$ cat src/rtl/wrr_arbiter.sv
// Weighted round-robin arbiter for N requesters.
//
// Each requester keeps the grant for up to weight[i] consecutive cycles
// (a weight of 0 behaves as 1). Then priority rotates to the requester after
// the current owner. The grant is registered and one-hot, and there is no idle
// cycle between back-to-back owners.
//
// Optional feature (compile-time macro WRR_LOCK_EN): adds an N-bit lock input.
// While the owner keeps both req and lock asserted, quantum expiry is
// ignored and the grant is held.
module wrr_arbiter #(
  parameter int N   = 4,
  parameter int WW  = 3,
  parameter int IDW = 2
) (
  input  logic            clk,
  input  logic            rst,
  input  logic [N-1:0]    req,
  input  logic [N*WW-1:0] weight,
`ifdef WRR_LOCK_EN
  input  logic [N-1:0]    lock,
`endif
  output logic [N-1:0]    grant,
  output logic [IDW-1:0]  grant_id,
  output logic            busy
);

  localparam logic [0:0] S_IDLE  = 1'b0;
  localparam logic [0:0] S_GRANT = 1'b1;

  logic [0:0]     state_q, state_d;
  logic [IDW-1:0] ptr_q, ptr_d;
  logic [WW-1:0]  cnt_q, cnt_d;
  logic [WW-1:0]  wlat_q, wlat_d;
  logic [N-1:0]   grant_d;
  logic [IDW-1:0] gid_d;

  logic [IDW-1:0] base;
  logic [IDW-1:0] pick_idx;
  logic           pick_found;
  logic [WW-1:0]  pick_w;
  logic           owner_req;
  logic           owner_hold;

  // Index after idx, wrapping at N-1 (N need not be a power of two).
  function automatic logic [IDW-1:0] next_idx(input logic [IDW-1:0] idx);
    if (idx == IDW'(N - 1)) return '0;
    return idx + IDW'(1);
  endfunction

  // base + k modulo N, for 0 <= k < N.
  function automatic logic [IDW-1:0] wrap_add(input logic [IDW-1:0] b, input int k);
    int j;
    j = int'(b) + k;
    if (j >= N) j = j - N;
    return IDW'(j);
  endfunction

  // A zero weight still grants one cycle.
  function automatic logic [WW-1:0] sat_weight(input logic [WW-1:0] w);
    if (w == '0) return WW'(1);
    return w;
  endfunction

  // Scan origin: the stored pointer when idle, or the slot after the owner
  // when a rotation is being evaluated. Using the owner directly means the
  // re-pick sees the new pointer at the same edge that stores it.
  always_comb begin
    if (state_q == S_GRANT) base = next_idx(grant_id);
    else                    base = ptr_q;
  end

  // First requester at or after base, in circular order.
  always_comb begin
    pick_found = 1'b0;
    pick_idx   = '0;
    for (int k = N - 1; k >= 0; k--) begin
      if (req[wrap_add(base, k)]) begin
        pick_found = 1'b1;
        pick_idx   = wrap_add(base, k);
      end
    end
  end

  // Weight of the requester that would start a quantum this edge.
  always_comb begin
    pick_w = sat_weight(weight[int'(pick_idx)*WW +: WW]);
  end

  // Decide whether the current owner keeps the grant for another cycle.
  always_comb begin
    owner_req  = req[grant_id];
    owner_hold = owner_req && (cnt_q < wlat_q);
`ifdef WRR_LOCK_EN
    if (owner_req && lock[grant_id]) owner_hold = 1'b1;
`endif
  end

  // Next-state logic: start, hold, rotate or go idle.
  always_comb begin
    state_d = state_q;
    ptr_d   = ptr_q;
    cnt_d   = cnt_q;
    wlat_d  = wlat_q;
    grant_d = grant;
    gid_d   = grant_id;
    case (state_q)
      S_IDLE: begin
        if (pick_found) begin
          state_d           = S_GRANT;
          grant_d           = '0;
          grant_d[pick_idx] = 1'b1;
          gid_d             = pick_idx;
          cnt_d             = WW'(1);
          wlat_d            = pick_w;
        end
      end
      default: begin
        if (owner_hold) begin
          // Saturate at the latched weight (only reachable while locked).
          if (cnt_q < wlat_q) cnt_d = cnt_q + WW'(1);
        end else begin
          ptr_d = base;
          if (pick_found) begin
            grant_d           = '0;
            grant_d[pick_idx] = 1'b1;
            gid_d             = pick_idx;
            cnt_d             = WW'(1);
            wlat_d            = pick_w;
          end else begin
            state_d = S_IDLE;
            grant_d = '0;
            gid_d   = '0;
            cnt_d   = '0;
          end
        end
      end
    endcase
  end

  // State and output registers; reset clears everything asynchronously.
  always_ff @(posedge clk or negedge rst) begin
    if (!rst) begin
      state_q  <= S_IDLE;
      ptr_q    <= '0;
      cnt_q    <= '0;
      wlat_q   <= '0;
      grant    <= '0;
      grant_id <= '0;
      busy     <= 1'b0;
    end else begin
      state_q  <= state_d;
      ptr_q    <= ptr_d;
      cnt_q    <= cnt_d;
      wlat_q   <= wlat_d;
      grant    <= grant_d;
      grant_id <= gid_d;
      busy     <= |grant_d;
    end
  end

endmodule
$ cat config.mk
export PLATFORM = sky130hd
export DESIGN_NAME = wrr_arbiter
export DESIGN_NICKNAME = d
export VERILOG_FILES = /design/src/rtl/wrr_arbiter.sv
export SDC_FILE = /design/constraint.sdc
export NUM_CORES = 1
export LEC_CHECK = 0
export ABC_CLOCK_PERIOD_IN_PS = 3450
export CAP_MARGIN = 20
export CORE_UTILIZATION = 48
export CTS_CLUSTER_DIAMETER = 200
export DETAILED_ROUTE_END_ITERATION = 12
export MAX_ROUTING_LAYER = met4
export PLACE_DENSITY_LB_ADDON = 0.25
export SYNTH_ARGS = -nofsm -noshare
export SYNTH_HDL_FRONTEND = slang
export SYNTH_SLANG_ARGS = --single-unit
$ cat constraint.sdc
create_clock -name clk -period 3.45 [get_ports clk]
set_clock_uncertainty 0.2 [all_clocks]
set_input_delay 0.69 -clock clk [delete_from_list [all_inputs] [get_ports clk]]
set_output_delay 0.69 -clock clk [all_outputs]
set_load 0.05 [all_outputs]
==> impl_metrics.yaml <==
status:
  status: "complete, no violations"
setup_path:
  critPathRequiredTime_ps: 3400
  cp-end-kind: "flop"
  critPathLaunchType: "flop"
  critPathMaxFanout: 9
  r2r_cells: 7
  arrival_ps: 2760
  crit_type: "flop to flop"
die:
  die_x_um: 48.6
  die_h_um: 48.6
  core_area_um2: 2000
  io_pins: 25
  die_area_um2: 2360
  start_util: 0.520
  row_count: 16
drt:
  drt_pre_antenna_iters: 4
  drc_errors: 0
  initialDrtViolationCount: 15
  ant_nets: 0
  vias_per_cell: 5.71
  routed_wl_um: 2170
  vias: 896
  routedWlPerCell_um: 13.8
final_layout:
  stdcell_area_um2: 1330
  final_cell_mix: "24 x clkdlybuf4s50_1, 16 x dfrtp_1, 9 x nand2_1"
  area_growth_pct: 28.0
  diodes: 0
  final_nets: 153
  layout_commonest_cell: "clkdlybuf4s50_1"
  drive_above_1_share: 0.131
clock_network:
  numCtsBuffers: 3
  clkTransAtPathRegs_ps: 90
  clock-sinks: 16
  cts_setup_buffers: 0
  post_cts_resized: 0
  hold_buffers: 0
  worstSkewPairLatency_ps: 290
  clockBufferDepth: 2
  cts_max_level: 1
  cts_tree: "done"
  cts-root-buf: "clkbuf_4"
timing:
  max_freq_ghz: 0.357
  finalMaxSlewViolations: 0
  rsz0062_at_grt: "false"
  final.min_clock_period_ps: 2800
  fin_setup_tns_ps: 0
  setup_viol: 0
  fin_crit_sh: 0.813
  relSlewSlack: 0.532
  hold_violations: 0
  tightest_slew_ps: 700
logic_synthesis:
  yosysTopAreaCellShare: 0.385
  synth_top_cell_by_area: "dfrtp_1"
  ys_warn_count: 0
  synth.cell_area_um2: 1040
  syn_avg_cell_area_um2: 10.0
  yosys_most_used_dff: "dfrtp_1"
  synth_fp_nets: 126
  synth-edff-count: 0
  synth.area.top_cells: "dfrtp_1 38%, ha_1 4.8%, mux2i_1 4.8%"
  async_flop_share: 1.00
  syn_inst: 104
  seq_area_frac_synth: 0.385
  ys_ff_latch: 16
  post_synth_num_cell_types: 34
placement:
  hpwl_um: 1690
  place_congestion: 0.813
  detailed_place.area_um2: 1300
  port-buffer-count: 24
grt:
  grt_pass1_wl_um: 3750
  grt_pass1_vias: 836
  grt_util_all_layers: 0.216
  grt_max_degree: 17
  antenna_found_initial: 0
  overflow: 0
power:
  vdd_drop_max_uv: 526
  p_per_area_nw_per_um2: 984
  p_leak_nw: 0.603
flow_run:
  maxCapViolCount: 0
min_path:
  min_path_cells: 2
  hold_class: "flop to flop"
## critical path, cell delays in order (launching register included)
cell and delay, ps:
dfrtp_1 470, ha_1 260, or3b_4 430, a41o_4 290
or3_1 460, o2111ai_1 300, a22o_1 190, a31oi_1 70
## layout make-up
type / instances / area [µm²]
tap: 27 / 33.8
fill: 167 / 669
clock buffer: 4 / 36.3
sequential: 16 / 400
inverter: 8 / 30.0
multi-input combinational: 77 / 584
timing repair buffer: 25 / 248
## per-stage QoR
stage | util | setup slack, ps | std cells | total power, mW | hold WS (ps)
after floorplan | - | 626 | 104 | 0.986 | 194
after global placement | 0.648 | 588 | 153 | 1.16 | 288
after detailed placement | 0.648 | 500 | 153 | 1.19 | 300
after CTS | 0.666 | 659 | 157 | 1.31 | 321
after global routing | 0.666 | 522 | 157 | 1.42 | 350
final | 0.666 | 646 | 157 | 1.31 | 318
## sequential cells by signal, indices dropped and copies added (netlist names)
register,flops
busy,1
cnt_q,3
grant,4
grant_id,2
ptr_q,2
state_q,1
wlat_q,3
## synthesized netlist by cell type, types with 2 or more instances
library cell and count:
a21o_1 3, a22o_1 4, a32o_1 2, buf_6 2, dfrtp_1 16, ha_1 4, inv_1 8, mux2_2 3
mux2i_1 5, nand2_1 9, nand2b_1 4, nand3_1 2, nor2_1 8, o2111ai_1 2, o21ai_0 7, o221ai_1 2
o31ai_1 5, or2_2 2
## routing by layer
| metal | track usage | vias to the layer above | routed length, µm |
|---|---|---|---|
| li1 | - | 441 | - |
| met1 | 0.278 | 421 | 1020 |
| met2 | 0.312 | 26 | 982 |
| met3 | 0.0346 | 8 | 75 |
| met4 | 0.147 | 0 | 84 |
| met5 | - | - | 0 |
## kinds of logic after synthesis
group                      count (synthesis)  share of synthesized area
AOI/OAI and AO/OA                         33                      0.263
and+or+nand+nor                           31                      0.156
DFF                                       16                      0.385
buffers and inverters                     11                     0.0541
muxes                                      9                     0.0937
adders and majority gates                  4                     0.0481
## final timing paths
kind	start	end	slack [ps]
worst max-delay path	grant_id[0]$_DFFE_PN0P_	wlat_q[0]$_DFFE_PN0P_	650
worst min-delay path	ptr_q[0]$_DFFE_PN0P_	ptr_q[0]$_DFFE_PN0P_	320
worst max register to register	grant_id[0]$_DFFE_PN0P_	wlat_q[0]$_DFFE_PN0P_	650
worst min register to register	ptr_q[0]$_DFFE_PN0P_	ptr_q[0]$_DFFE_PN0P_	320
max in group asynchronous	rst	cnt_q[0]$_DFFE_PN0P_	1990
min in group asynchronous	rst	wlat_q[0]$_DFFE_PN0P_	610
## power by group
part | leakage (nW) | internal [mW] | total (mW) | switching (mW)
Combinational | 0.389 | 0.371 | 0.848 | 0.476
Clock | 0.0210 | 0.0643 | 0.124 | 0.0599
Sequential | 0.192 | 0.272 | 0.338 | 0.0661
Note: power is estimated with default switching activity, not from simulation.
